### config.mk
export PLATFORM = sky130hd
export DESIGN_NAME = vector_wb_arbiter
export DESIGN_NICKNAME = d
export VERILOG_FILES = /design/src/rtl/vector_wb_arbiter.sv
export SDC_FILE = /design/constraint.sdc
export NUM_CORES = 1
export LEC_CHECK = 0
export ABC_AREA = 1
export BUFFER_PORTS_ARGS = -buffer_cell sky130_fd_sc_hd__clkbuf_2
export CAP_MARGIN = 20
export CORE_AREA = 5 5 297 299
export CTS_BUF_LIST = sky130_fd_sc_hd__clkbuf_2 sky130_fd_sc_hd__clkbuf_4 sky130_fd_sc_hd__clkbuf_8
export CTS_CLUSTER_SIZE = 10
export DETAILED_ROUTE_END_ITERATION = 8
export DIE_AREA = 0 0 302 304
export GPL_TIMING_DRIVEN = 0
export MAX_ROUTING_LAYER = met4
export PLACE_DENSITY = 0.43
export SLEW_MARGIN = 20
export SYNTH_ARGS = -nofsm -noshare
export SYNTH_HDL_FRONTEND = slang
export SYNTH_SLANG_ARGS = --single-unit
### constraint.sdc
create_clock -name clk -period 9.3 [get_ports clk]
set_input_delay 0.465 -clock clk [delete_from_list [all_inputs] [get_ports clk]]
set_output_delay 0.465 -clock clk [all_outputs]
set_load 0.01 [all_outputs]
### src/rtl/vector_wb_arbiter.sv
// Writeback arbiter: merges NUM_INPUTS packetised result streams into one
// registered GPR write stream, round-robin between packets, atomic within one.
module vector_wb_arbiter #(
  parameter int NUM_INPUTS    = 4,
  parameter int NUM_THREADS   = 4,
  parameter int XLEN          = 32,
  parameter int NR_BITS       = 6,
  parameter int WIS_BITS      = 2,
  parameter int PERF_CTR_BITS = 44
) (
  input  logic                                 clk,
  input  logic                                 reset,
  input  logic [NUM_INPUTS-1:0]                valid_in,
  output logic [NUM_INPUTS-1:0]                ready_in,
  input  logic [NUM_INPUTS*WIS_BITS-1:0]       wis_in,
  input  logic [NUM_INPUTS*NUM_THREADS-1:0]    tmask_in,
  input  logic [NUM_INPUTS*NR_BITS-1:0]        rd_in,
  input  logic [NUM_INPUTS*NUM_THREADS*XLEN-1:0] data_in,
  input  logic [NUM_INPUTS-1:0]                sop_in,
  input  logic [NUM_INPUTS-1:0]                eop_in,
  output logic                                 wb_valid,
  output logic [WIS_BITS-1:0]                  wb_wis,
  output logic [NUM_THREADS-1:0]               wb_tmask,
  output logic [NR_BITS-1:0]                   wb_rd,
  output logic [NUM_THREADS*XLEN-1:0]          wb_data,
  output logic                                 wb_sop,
  output logic                                 wb_eop,
  output logic                                 proto_err,
  output logic [PERF_CTR_BITS-1:0]             perf_stalls
);

  localparam int IDX_W  = (NUM_INPUTS > 1) ? $clog2(NUM_INPUTS) : 1;
  localparam int CNT_W  = $clog2(NUM_INPUTS + 1);
  localparam int BEAT_W = NUM_THREADS * XLEN;

  typedef enum logic {UNLOCKED, LOCKED} state_e;

  state_e             r_state, w_state_next;
  logic [IDX_W-1:0]   r_owner, r_rr_ptr;
  logic [IDX_W-1:0]   w_owner_next, w_rr_next, w_grant, w_sel;
  logic               w_grant_found, w_accept, w_err_set;
  logic               w_sel_sop, w_sel_eop;
  logic [NR_BITS-1:0] w_sel_rd;
  logic [CNT_W-1:0]   w_stall_cnt;
  logic [PERF_CTR_BITS:0] w_stall_sum;

  function automatic logic [IDX_W-1:0] wrap_inc(input logic [IDX_W-1:0] x);
    return (x == IDX_W'(NUM_INPUTS - 1)) ? '0 : x + 1'b1;
  endfunction

  // First valid input at or after the round-robin pointer, wrapping.
  always_comb begin
    // NOTE: every combinational output gets a default first so no path leaves it unassigned (no latch).
    w_grant       = r_rr_ptr;
    w_grant_found = 1'b0;
    for (int i = 0; i < NUM_INPUTS; i++) begin
      int idx;
      idx = int'(r_rr_ptr) + i;
      if (idx >= NUM_INPUTS) idx = idx - NUM_INPUTS;
      if (!w_grant_found && valid_in[idx]) begin
        w_grant_found = 1'b1;
        w_grant       = IDX_W'(idx);
      end
    end
  end

  assign w_sel = (r_state == LOCKED) ? r_owner : w_grant;

  always_comb begin
    ready_in = '0;
    if (reset) begin
      if (r_state == LOCKED) ready_in[r_owner] = valid_in[r_owner];
      else if (w_grant_found) ready_in[w_grant] = 1'b1;
    end
  end

  assign w_accept  = |ready_in;
  assign w_sel_sop = sop_in[w_sel];
  assign w_sel_eop = eop_in[w_sel];
  assign w_sel_rd  = rd_in[int'(w_sel)*NR_BITS +: NR_BITS];

  always_comb begin
    w_state_next = r_state;
    w_owner_next = r_owner;
    w_rr_next    = r_rr_ptr;
    w_err_set    = 1'b0;
    if (w_accept) begin
      if (r_state == UNLOCKED) begin
        w_err_set = !w_sel_sop;
        if (w_sel_eop) begin
          w_rr_next = wrap_inc(w_grant);
        end else begin
          w_state_next = LOCKED;
          w_owner_next = w_grant;
        end
      end else begin
        // sop+eop on the owner's last beat still closes the packet.
        w_err_set = w_sel_sop;
        if (w_sel_eop) begin
          w_state_next = UNLOCKED;
          w_rr_next    = wrap_inc(r_owner);
        end
      end
    end
  end

  always_comb begin
    w_stall_cnt = '0;
    for (int i = 0; i < NUM_INPUTS; i++)
      w_stall_cnt = w_stall_cnt + CNT_W'(valid_in[i] & ~ready_in[i]);
    w_stall_sum = {1'b0, perf_stalls} + (PERF_CTR_BITS+1)'(w_stall_cnt);
  end

  always_ff @(posedge clk) begin
    // NOTE: sequential state uses non-blocking assignments so every register samples pre-edge values.
    if (!reset) begin
      r_state     <= UNLOCKED;
      r_owner     <= '0;
      r_rr_ptr    <= '0;
      wb_valid    <= 1'b0;
      wb_wis      <= '0;
      wb_tmask    <= '0;
      wb_rd       <= '0;
      wb_data     <= '0;
      wb_sop      <= 1'b0;
      wb_eop      <= 1'b0;
      proto_err   <= 1'b0;
      perf_stalls <= '0;
    end else begin
      r_state   <= w_state_next;
      r_owner   <= w_owner_next;
      r_rr_ptr  <= w_rr_next;
      proto_err <= proto_err | w_err_set;
      // Register-0 beats are consumed but never strobe the RAM.
      wb_valid  <= w_accept && (w_sel_rd != '0);
      if (w_accept) begin
        wb_wis   <= wis_in[int'(w_sel)*WIS_BITS +: WIS_BITS];
        wb_tmask <= tmask_in[int'(w_sel)*NUM_THREADS +: NUM_THREADS];
        wb_rd    <= w_sel_rd;
        wb_data  <= data_in[int'(w_sel)*BEAT_W +: BEAT_W];
        wb_sop   <= w_sel_sop;
        wb_eop   <= w_sel_eop;
      end
      perf_stalls <= w_stall_sum[PERF_CTR_BITS] ? {PERF_CTR_BITS{1'b1}}
                                                 : w_stall_sum[PERF_CTR_BITS-1:0];
    end
  end

endmodule

Word-level counts from Yosys, hierarchy flattened:

Index checks and enable logic that the tools add are counted.

* register bits after elaboration: 193
* latch bits: 0
* bits in writable memories: 0
* ROM bits: 0
* bits of input ports: 574
* output and inout bits: 192
* memories kept: 0

* add/sub/neg operators: 13
* $mul: 1
* div/mod/pow operators: 0
* $lt $le $gt $ge: 13
* eq/ne operators: 2
* shifts and indexed selects: 4
* muxes and demuxes: 47
* bitwise operators: 12
* reductions and logical operators: 14

Operator list (number)
* variable part select 512 x 10 -> 128 bit: 1
* less-than comparator 32 x 4 -> 1 bit (second input constant): 4
* two-way mux 32 bit: 4
* adder 44 x 3 -> 45 bit: 1
* two-way mux 44 bit: 1
* variable part select 24 x 6 -> 6 bit: 1
* two-way mux 1 bit: 20
* two-way mux 2 bit: 10
* variable part select 16 x 5 -> 4 bit: 1
* binary-select mux 1 bit (select 2 bit): 7
* bitwise AND 1 x 3 -> 3 bit: 4
* two-way mux 4 bit: 3
* NOT 1 -> 3 bit: 4
* subtractor 3 x 3 -> 4 bit (second input constant): 3
* adder 3 bit: 3
* greater-or-equal comparator 3 bit (second input constant): 3
* less-than comparator 2 x 3 -> 1 bit (second input constant): 3
* variable part select 8 x 4 -> 2 bit: 1
* adder 2 x 2 -> 3 bit (second input constant): 2
* logical AND 1 bit: 6
* nonzero test 6 bit: 1
* adder 2 x 1 -> 2 bit (second input constant): 2
* bitwise AND 4 bit: 1
* demux 1 bit (select 2 bit): 2
* 12 further kinds: 18

Logic depth before layout (Yosys ltp):

Gate-level depths: netlist of run 1.

* depth in word-level cells: 29
* gate-level depth with buffers: 36

Worst setup path before layout of run 1:

Ideal clock, no wire load.

* kind: input -> register
* from: in valid_in[3]
* to: reg perf_stalls[31]
* arrival time: 4.905 ns
* data required time: 9.244 ns
* slack: 4.338 ns
* cell stages on the path: 34
* cell sequence: nand2_1 > nand2_1 > nand2_1 > nand2_1 > nor2_8 > nand2_1 > nand2_1 > nand2_1 > nand2_1 > nand2_2 > inv_1 > ha_1 > nand3_1 > a21oi_1 > nor2_1 > fa_1 > ha_1 > ha_1 > inv_1 > fa_1 > inv_1 > nand2_1 > nand2_1 > nand4_2 > nor3_4 > nand4_1 > nor2_1 > nand2_1 > nor2_2 > inv_2 > o21ai_0 > a21oi_1 > or2_1 > inv_1

RTL lines
* start: declaration: line 13 `input logic [NUM_INPUTS-1:0] valid_in,`
* binary-select mux 1 bit (select 2 bit): line 60 `if (!w_grant_found && valid_in[idx]) begin`
* two-way mux 1 bit (not written as such) (2 in a row): line 60
* two-way mux 1 bit: line 60
* zero test 1 bit: line 60
* logical AND 1 bit: line 60
* two-way mux 1 bit: line 60
* zero test 1 bit: line 60
* logical AND 1 bit: line 60
* (+4 left out)
* net w_grant[1]: line 40 `logic [IDX_W-1:0] w_owner_next, w_rr_next, w_grant, w_sel;`
* (+5 left out)
* two-way mux 4 bit *: line 72 `if (r_state == LOCKED) ready_in[r_owner] = valid_in[r_owner];`
* two-way mux 4 bit *: line 71 `if (reset) begin`
* net ready_in[3]: line 14 `output logic [NUM_INPUTS-1:0] ready_in,`
* NOT 1 -> 3 bit *: line 110 `w_stall_cnt = w_stall_cnt + CNT_W'(valid_in[i] & ~ready_in[i]);`
* bitwise AND 1 x 3 -> 3 bit *: line 110
* adder 3 bit *: line 110
* adder 44 x 3 -> 45 bit *: line 111 `w_stall_sum = {1'b0, perf_stalls} + (PERF_CTR_BITS+1)'(w_stall_cnt);`
* two-way mux 44 bit *: line 144 `perf_stalls <= w_stall_sum[PERF_CTR_BITS] ? {PERF_CTR_BITS{1'b1}}`
* end signal: assignment: line 144
* end: declaration: line 29 `output logic [PERF_CTR_BITS-1:0] perf_stalls`

Mark *: on every way through the listed nets, which the timed path passes. The rest lies on a longest branch. The select of a mux whose other input is x is not followed.
A chain may end at the register's enable or synchronous reset.

Worst setup path after layout of run 1:

* from: reg r_rr_ptr[1]
* to: reg perf_stalls[31]

* longest elaborated chain between the ends: 29

Ends and longest elaborated chain
* start: declaration: line 39 `logic [IDX_W-1:0] r_owner, r_rr_ptr;`
* start signal: assignment: line 132 `r_rr_ptr <= w_rr_next;`
* parallel branches: the longest is 19 deep, another holds subtractor 3 x 3 -> 4 bit
* two-way mux 4 bit *: line 73 `else if (w_grant_found) ready_in[w_grant] = 1'b1;`
* two-way mux 4 bit *: line 72
* two-way mux 4 bit *: line 71
* NOT 1 -> 3 bit: line 110
* bitwise AND 1 x 3 -> 3 bit: line 110
* adder 3 bit (2 in a row): line 110
* adder 3 bit *: line 110
* adder 44 x 3 -> 45 bit *: line 111
* two-way mux 44 bit *: line 144

Mark *: on every way between the ends. The select of a mux whose other input is x is not followed.

==> flow_metrics.py, run 1 <==
metrics = {
    "outcome": {
        "status": "finished clean",
    },
    "layout": {
        "mostFrequentLayoutCells": "848 x nand2_1, 767 x clkbuf_2, 448 x nand3_1",
        "area_growth_pct": 44.1,
        "final_net_count": 3489,
        "design_area_um2": 18600,
        "layout_commonest_cell": "nand2_1",
        "drive_gt1_share_pct": 31.8,
    },
    "global_route": {
        "grt_util_all_layers_pct": 20.3,
        "grtUsageMet2_pct": 35.0,
        "grt_util_met1_pct": 22.8,
        "antenna_found_initial": 17,
        "grt_overflow": 0,
        "grt_first_pass_wirelength_um": 130000,
        "grt_start_max_net_pins": 19,
        "grt_busiest_layer": "met2",
        "first_global_vias": 18000,
        "grt.met3_usage_pct": 4.87,
    },
    "setup_path": {
        "reg2reg_slack_ps": 3410,
        "start_kind": "flip-flop",
        "end_kind": "flip-flop",
        "slowest_stage": "dfxtp_1",
        "r2r-start": "r_rr_ptr[1]$_SDFFE_PN0P_",
        "critPathMaxFanout": 7,
        "cp-startpoint": "r_rr_ptr[1]$_SDFFE_PN0P_",
        "arrival_ps": 6410,
        "r2r-end": "perf_stalls[31]$_SDFF_PN0_",
        "cp-endpoint": "perf_stalls[31]$_SDFF_PN0_",
        "slowest_delay_ps": 500,
        "critPathMostFrequentCell": "nand2_1",
        "crit_type": "reg -> reg",
        "rr_worst_depth": 33,
        "required_ps": 9820,
    },
    "timing": {
        "fin_tns_setup_ps": 0,
        "min_period_ps": 5890,
        "slew_headroom_pct": 44.8,
        "final-hold-violation-count": 0,
        "max_freq_mhz": 170,
        "setup_viol": 0,
        "skew_ps": 17.6,
        "report.final.slew_viol_count": 0,
        "holdWs_ps": 200,
        "rsz0062_at_grt": "no",
        "setup_slack_ps": 3410,
        "period_share_pct": 63.4,
        "tightest_slew_ps": 829,
    },
    "power": {
        "ir_worst_vdd_mv": 0.172,
        "power_mw": 8.00,
        "power.density_nw_per_um2": 431,
        "p_leak_nw": 9.78,
    },
    "detailed_routing": {
        "drt_iter0_drc": 1183,
        "avgViaCountPerCell": 4.31,
        "first_pass_iters": 5,
        "detail_route.wl_per_cell_um": 23.4,
        "ant_nets": 0,
        "routed_wl_um": 95100,
        "drc": 0,
        "vias": 17500,
    },
    "floorplan": {
        "die_x_um": 302,
        "ioPinCount": 766,
        "die_h_um": 304,
        "initial_core_util_pct": 15.2,
        "coreArea_um2": 84900,
        "die_area_um2": 91800,
        "rows": 107,
    },
    "place": {
        "portBuffers": 764,
        "gp_congestion": 0.922,
        "place_ws_ps": 3170,
        "postPlaceCellArea_um2": 18100,
        "hpwl_um": 79800,
    },
    "worst_hold_path": {
        "hp-class": "in -> reg",
    },
    "synth": {
        "synth_edf_count": 0,
        "avgSynthCellArea_um2": 6.08,
        "seq_area_frac_synth_pct": 30.0,
        "ys_ff_latch": 193,
        "synth_cell_types": 37,
        "postSynthCellCount": 2117,
        "ys_async_sr_fraction_pct": 0,
        "synthesis.nets": 2706,
        "ys_warn_count": 0,
        "ys.flop_type": "dfxtp_1",
        "synthesis.area_um2": 12900,
    },
    "flow_run": {
        "cap_violations": 0,
    },
    "cts": {
        "ctsHoldBuffers": 0,
        "clock_path_buffers": 2,
        "cts_tree": "done",
        "cts_max_level": 4,
        "cts.sinks": 193,
        "numCtsBuffers": 17,
        "ctsResizeCount": 0,
        "clk_pin_slew_ps": 120,
        "root_buffer": "clkbuf_8",
        "clock_latency_ps": 580,
        "cts_setup_buffers": 0,
    },
}
==> registers in the layout, summed over array words and instances, names as in the netlist <==
name / count
wb_sop: 1
wb_wis: 2
wb_rd: 6
r_owner: 2
wb_tmask: 4
wb_data: 128
wb_eop: 1
r_rr_ptr: 2
perf_stalls: 44
proto_err: 1
r_state: 1
wb_valid: 1
==> stage by stage <==
stage | std cells | util (%)
floorplan | 2117 | -
global placement | 4025 | 21.4
detailed placement | 4025 | 21.4
CTS | 4056 | 21.8
global route | 4065 | 21.9
finish | 4067 | 21.9
==> Yosys cell counts (11+ instances only) <==
cell	count	area share [%]
a21oi_1	29	1.1
buf_1	13	0.38
buf_2	75	2.9
buf_4	16	0.93
buf_6	16	1.4
clkbuf_1	46	1.3
dfxtp_1	193	30
ha_1	13	1.3
inv_1	96	2.8
nand2_1	848	25
nand3_1	448	17
nand4_1	142	6.9
nor2_1	43	1.3
nor3_1	15	0.58
nor4_1	11	0.53
o21ai_0	29	1.1
xor2_1	18	1.2
==> worst min path at each step <==
stage	slack [ps]	end	startpoint	cells after the start
2_1_floorplan	480	proto_err$_SDFF_PN0_	proto_err$_SDFF_PN0_	2
3_3_place_gp	450	proto_err$_SDFF_PN0_	proto_err$_SDFF_PN0_	2
3_5_place_dp	450	proto_err$_SDFF_PN0_	proto_err$_SDFF_PN0_	2
4_1_cts	120	wb_data[81]$_SDFFE_PN0P_	data_in[209]	5
5_1_grt	170	wb_data[96]$_SDFFE_PN0P_	data_in[96]	5
6_report	200	wb_data[81]$_SDFFE_PN0P_	data_in[209]	5
==> kinds of logic (layout without fill, tap and decap cells) <==
group	Yosys count	after routing	share of synthesized area, %
other	0	11	0
adders and majority gates	15	15	1.57
and+or+nand+nor	1536	1536	53.4
AOI/OAI and AO/OA	81	81	3.40
xor gates and xnor gates	26	26	1.77
buffers and inverters	266	1061	9.88
DFF	193	193	30.0
==> power by group <==
group | total [mW] | switching (mW) | leakage, nW | internal, mW
clock | 0.623 | 0.394 | 0.200 | 0.228
combinational | 6.10 | 4.37 | 7.98 | 1.73
sequential | 1.28 | 0.142 | 1.59 | 1.14
==> metal layers <==
metal | wire [um] | vias up | share of wire (%)
li1 | - | 8599 | -
met3 | 6390 | 108 | 6.7
met2 | 46800 | 744 | 49
met5 | 0 | - | 0
met1 | 38200 | 8082 | 40
met4 | 3670 | 0 | 3.9
==> critical path: cells and delay by family (launching register included) <==
kind            cells  cell delay, ps
fa+ha+maj           5            1570
compound gates      3             540
flops               1             500
simple gates       20            2740
buf+inv             5             480
==> final cells by class <==
class,instances,area (um^2)
plain buffers,166,901
flip-flops and latches,193,3860
diodes,11,27.5
inverters,100,375
fillers,10200,66300
clock inverters,13,148
clock buffers,18,248
repair buffers,764,3820
well taps,1144,1430
multi-input cells,1658,7740
Note: power is estimated with default switching activity, not from simulation.
==> run 2: changes to the inputs <==
--- a/config.mk
+++ b/config.mk
@@ -15,7 +15,7 @@
 export DIE_AREA = 0 0 302 304
 export GPL_TIMING_DRIVEN = 0
 export MAX_ROUTING_LAYER = met4
-export PLACE_DENSITY = 0.43
+export PLACE_DENSITY = 0.45
 export SLEW_MARGIN = 20
 export SYNTH_ARGS = -nofsm -noshare
 export SYNTH_HDL_FRONTEND = slang
==> constraint.sdc (replaced) <==
create_clock -name clk -period 5.2 [get_ports clk]
set_input_delay 0.26 -clock clk [delete_from_list [all_inputs] [get_ports clk]]
set_output_delay 0.26 -clock clk [all_outputs]
set_load 0.01 [all_outputs]
==> flow_metrics.py, run 2 (synthesis gave the netlist of run 1 again) <==
metrics = {
    "setup_path": {
        "critPathMostFrequentCell": "nand2_2",
        "critPathMaxFanout": 5,
        "r2r-end": "perf_stalls[31]$_SDFF_PN0_",
        "cp-startpoint": "r_rr_ptr[0]$_SDFFE_PN0P_",
        "start_kind": "flip-flop",
        "slowest_delay_ps": 470,
        "required_ps": 5760,
        "crit_type": "reg -> reg",
        "reg2reg_slack_ps": 300,
        "end_kind": "flip-flop",
        "arrival_ps": 5470,
        "rr_worst_depth": 34,
        "r2r-start": "r_rr_ptr[0]$_SDFFE_PN0P_",
        "slowest_stage": "fa_1",
    },
    "timing": {
        "tightest_slew_ps": 996,
        "report.final.slew_viol_count": 0,
        "max_freq_mhz": 204,
        "final-hold-violation-count": 0,
        "setup_slack_ps": 298,
        "min_period_ps": 4900,
        "setup_viol": 0,
        "period_share_pct": 94.3,
        "skew_ps": 12.2,
        "rsz0062_at_grt": "yes",
        "fin_tns_setup_ps": 0,
        "slew_headroom_pct": 33.6,
    },
    "global_route": {
        "antenna_found_initial": 15,
        "grt_start_max_net_pins": 17,
        "grt_util_all_layers_pct": 20.3,
        "grt_first_pass_wirelength_um": 133000,
        "grt_overflow": 0,
        "first_global_vias": 19400,
    },
    "place": {
        "portBuffers": 764,
        "place_ws_ps": -650,
        "gp_congestion": 0.958,
        "postPlaceCellArea_um2": 18100,
        "hpwl_um": 77600,
    },
    "floorplan": {
        "die_area_um2": 91800,
        "initial_core_util_pct": 15.2,
        "rows": 107,
        "die_x_um": 302,
        "coreArea_um2": 84900,
        "die_h_um": 304,
        "ioPinCount": 766,
    },
    "power": {
        "power.share.switching_pct": 54.2,
        "clockPowerShare_pct": 7.0,
        "power.density_nw_per_um2": 751,
        "ir_worst_vdd_mv": 0.312,
        "p_int_mw": 7.67,
        "switchingPower_mw": 9.08,
        "p_leak_nw": 11.0,
        "power_mw": 16.8,
        "pwr-share-comb_pct": 79.3,
        "pwr-share-seq_pct": 13.7,
    },
    "cts": {
        "numCtsBuffers": 17,
        "clock_path_buffers": 2,
        "clk_pin_slew_ps": 110,
        "cts_max_level": 4,
        "cts_tree": "done",
        "root_buffer": "clkbuf_8",
        "cts.sinks": 193,
        "clock_latency_ps": 610,
    },
    "layout": {
        "layout_commonest_cell": "nand2_1",
        "postLayoutCoreUtil_pct": 26.3,
        "seq_area_um2": 3870,
        "mostFrequentLayoutCells": "839 x nand2_1, 766 x clkbuf_2, 445 x nand3_1",
        "design_area_um2": 22300,
        "drive_gt1_share_pct": 29.7,
        "top_regs": "wb_data (128), perf_stalls (44), wb_rd (6)",
        "multi_input_area_um2": 7860,
        "largest_reg_flops": 128,
        "fillers": 9888,
        "area_growth_pct": 73.4,
        "regMostFlops": "wb_data",
        "final_net_count": 3850,
    },
    "worst_hold_path": {
        "hp-class": "in -> reg",
        "hp-start": "data_in[290]",
        "hold_depth": 5,
        "min_to": "wb_data[34]$_SDFFE_PN0P_",
    },
    "detailed_routing": {
        "routed_wl_um": 95100,
        "detail_route.wl_per_cell_um": 21.5,
        "drc": 0,
        "drt_iter0_drc": 1245,
        "first_pass_iters": 5,
        "ant_nets": 0,
        "avgViaCountPerCell": 4.36,
        "vias": 19300,
    },
    "flow_run": {
        "cap_violations": 0,
    },
    "outcome": {
        "status": "finished clean",
    },
}
==> run 2: cell types whose count changed in the layout (fill, tap and decap cells not counted), sizes merged <==
cell	delta
clkbuf	+3
bufinv	+2
inv	-1
diode	+1
buf	+17
dlygate4sd3	+344
clkinv	-3
==> run 2: metal layers <==
layer	track usage (%)	part of all wire (%)	up-vias
li1	-	-	9345
met1	23.0	40	8961
met2	34.6	49	843
met3	4.04	6.2	151
met4	9.27	5.0	0
met5	-	0	-
==> run 2: worst max-delay path by stage <==
stage	end	slack (ps)
5_1_grt	perf_stalls[33]$_SDFF_PN0_	-40
2_1_floorplan	perf_stalls[31]$_SDFF_PN0_	250
3_3_place_gp	perf_stalls[31]$_SDFF_PN0_	-690
3_5_place_dp	perf_stalls[31]$_SDFF_PN0_	-650
4_1_cts	perf_stalls[42]$_SDFF_PN0_	7
6_report	perf_stalls[31]$_SDFF_PN0_	300
==> run 2: layout make-up <==
| type | count | area share, % |
|---|---|---|
| Sequential cell | 193 | 17.3 |
| Multi-Input combinational cell | 1658 | 35.2 |
| Clock buffer | 21 | 1.21 |
| Buffer | 166 | 4.08 |
| Inverter | 100 | 1.72 |
| Timing Repair Buffer | 1125 | 33.2 |
| Tap cell | 1144 | 6.41 |
| Clock inverter | 11 | 0.678 |
| Antenna cell | 12 | 0.135 |
==> run 2: power by group through the flow <==
stage	logic (mW)	registers, mW	clock network [mW]
detailed placement	11.0	2.32	0
global route	14.5	2.34	1.29
CTS	13.3	2.29	1.26
floorplan	6.01	2.51	0
finish	13.3	2.29	1.18
global placement	11.0	2.30	0
==> run 2: what timing repair did <==
| action | CTS | global route |
|---|---|---|
| setup endpoints to repair | 35 | 44 |
| hold endpoints to repair | 127 | 0 |
| gates resized for setup | 15 | 35 |
| setup buffers | 8 | 8 |
| pin swaps | 7 | 14 |
| cloned | 0 | 1 |
| hold buffers | 344 | 0 |
==> run 2: metrics by stage <==
step / std cells / hold slack (ps)
after floorplan: 2117 / 476
after global placement: 4025 / 447
after detailed placement: 4025 / 456
after CTS: 4409 / 1.81
after global routing: 4426 / 42.6
final: 4430 / 67.1
==> run 2: worst max-delay path, delay by kind of cell (launching register included) <==
kind	cells	cell delay, ps
adder cells (fa/ha/maj)	5	1470
AO/OA/AOI/OAI	3	350
buffers and inverters	7	580
AND/OR/NAND/NOR	19	2070
flip-flops	1	380
==> run 3: changes to the inputs <==
--- a/config.mk
+++ b/config.mk
@@ -13,7 +13,6 @@
 export CTS_CLUSTER_SIZE = 10
 export DETAILED_ROUTE_END_ITERATION = 8
 export DIE_AREA = 0 0 302 304
-export GPL_TIMING_DRIVEN = 0
 export MAX_ROUTING_LAYER = met4
 export PLACE_DENSITY = 0.45
 export SLEW_MARGIN = 20
==> flow_metrics.py, run 3 (synthesis gave the netlist of run 1 again) <==
metrics = {
    "timing": {
        "min_period_ps": 4890,
        "report.final.slew_viol_count": 0,
        "final-hold-violation-count": 0,
        "tightest_slew_ps": 873,
        "holdWs_ps": 82.9,
        "max_freq_mhz": 204,
        "setup_viol": 0,
        "period_share_pct": 94.1,
        "slew_headroom_pct": 41.8,
        "skew_ps": 16.1,
    },
    "setup_path": {
        "critical_path_depth": 36,
        "critPathMostFrequentCell": "nand2_1",
        "start_kind": "flip-flop",
        "rr_worst_depth": 36,
        "end_kind": "flip-flop",
        "critPathMaxFanout": 7,
        "path_buf_inv": 7,
        "slowest_delay_ps": 430,
        "arrival_ps": 5400,
        "crit_type": "reg -> reg",
        "slowest_stage": "fa_1",
        "crit_family": "simple AND/OR/NAND/NOR gates",
        "required_ps": 5700,
    },
    "layout": {
        "regMostFlops": "wb_data",
        "final_net_count": 3630,
        "postLayoutCoreUtil_pct": 24.5,
        "drive_gt1_share_pct": 28.9,
        "mostFrequentLayoutCells": "844 x nand2_1, 764 x clkbuf_2, 447 x nand3_1",
        "largest_reg_flops": 128,
        "area_growth_pct": 61.4,
        "design_area_um2": 20800,
        "top_regs": "wb_data (128), perf_stalls (44), wb_rd (6)",
        "layout_commonest_cell": "nand2_1",
        "fillers": 9876,
    },
    "detailed_routing": {
        "detail_route.wl_per_cell_um": 18.9,
        "first_pass_iters": 6,
        "drc": 0,
        "vias": 18000,
        "ant_nets": 0,
        "drt_iter0_drc": 1306,
        "routed_wl_um": 79500,
        "avgViaCountPerCell": 4.28,
    },
    "worst_hold_path": {
        "hold_depth": 5,
        "hp-class": "in -> reg",
    },
    "floorplan": {
        "coreArea_um2": 84900,
        "die_x_um": 302,
        "ioPinCount": 766,
        "die_area_um2": 91800,
        "die_h_um": 304,
        "rows": 107,
        "initial_core_util_pct": 15.2,
    },
    "cts": {
        "clk_pin_slew_ps": 120,
        "clock_path_buffers": 2,
        "cts_max_level": 4,
        "root_buffer": "clkbuf_8",
        "cts.sinks": 193,
        "clock_latency_ps": 560,
        "numCtsBuffers": 17,
        "cts_tree": "done",
    },
    "power": {
        "p_leak_nw": 10.3,
        "power_mw": 14.5,
        "ir_worst_vdd_mv": 0.478,
        "power.density_nw_per_um2": 697,
    },
    "global_route": {
        "grt_overflow": 0,
        "grt_util_all_layers_pct": 17.0,
        "grt_start_max_net_pins": 120,
        "first_global_vias": 18300,
        "grt_first_pass_wirelength_um": 116000,
        "antenna_found_initial": 9,
    },
    "place": {
        "portBuffers": 765,
        "postPlaceCellArea_um2": 17700,
        "hpwl_um": 61300,
        "gp_congestion": 0.850,
    },
    "flow_run": {
        "cap_violations": 0,
    },
    "outcome": {
        "status": "finished clean",
    },
}
[run 3: path summary, 6_finish.rpt]
kind	from	to	slack, ps
setup / recovery	r_rr_ptr[0]$_SDFFE_PN0P_	perf_stalls[31]$_SDFF_PN0_	310
hold / removal	data_in[22]	wb_data[22]$_SDFFE_PN0P_	80
hold reg to reg	wb_data[81]$_SDFFE_PN0P_	wb_data[81]$_SDFFE_PN0P_	470
setup reg to reg	r_rr_ptr[0]$_SDFFE_PN0P_	perf_stalls[31]$_SDFF_PN0_	310
[run 3: worst reg2reg max path: cells and delay by family (launching register included)]
family	cells	cell delay, ps
compound gates	3	320
fa+ha+maj	5	1430
buf+inv	7	600
flops	1	360
simple gates	21	2100
[run 3: power by group]
part / leakage (nW) / internal, mW / total [mW] / switching, mW
clock: 0.181 / 0.398 / 1.07 / 0.673
combinational: 8.57 / 4.06 / 11.1 / 7.06
sequential: 1.60 / 2.04 / 2.28 / 0.245
[run 3: cell type report]
cell class,instances,area [um^2],share of cell area (%)
multi-input cells,1658,7830,37.7
clock buffers,19,249,1.20
inverters,100,388,1.87
diodes,7,17.5,0.0843
well taps,1144,1430,6.89
repair buffers,1071,6860,33.0
clock inverters,13,129,0.620
flip-flops and latches,193,3870,18.6
[run 3: stage by stage]
step | TNS, ps | std cells | setup WS [ps]
final | 0 | 4205 | 309
after global routing | -94.7 | 4205 | -39.4
after CTS | 0 | 4189 | 11.0
after detailed placement | -605 | 3900 | -96.4
after global placement | -86.9 | 3900 | -39.5
after floorplan | 0 | 2117 | 245
[run 3: what timing repair did]
action / 4_1_cts / 5_1_grt
pin swaps: 5 / 7
hold buffers: 254 / 0
buffers inserted: 3 / 9
setup endpoints to repair: 18 / 41
hold endpoints to repair: 104 / 0
gates resized for setup: 6 / 15
[run 3: routing by layer]
layer / global-route usage, % / share of wire (%) / vias to the layer above
met4: 5.55 / 2.9 / 0
met5: - / 0 / -
met3: 2.85 / 5.9 / 100
met2: 29.7 / 50 / 733
met1: 19.9 / 41 / 8264
li1: - / - / 8893
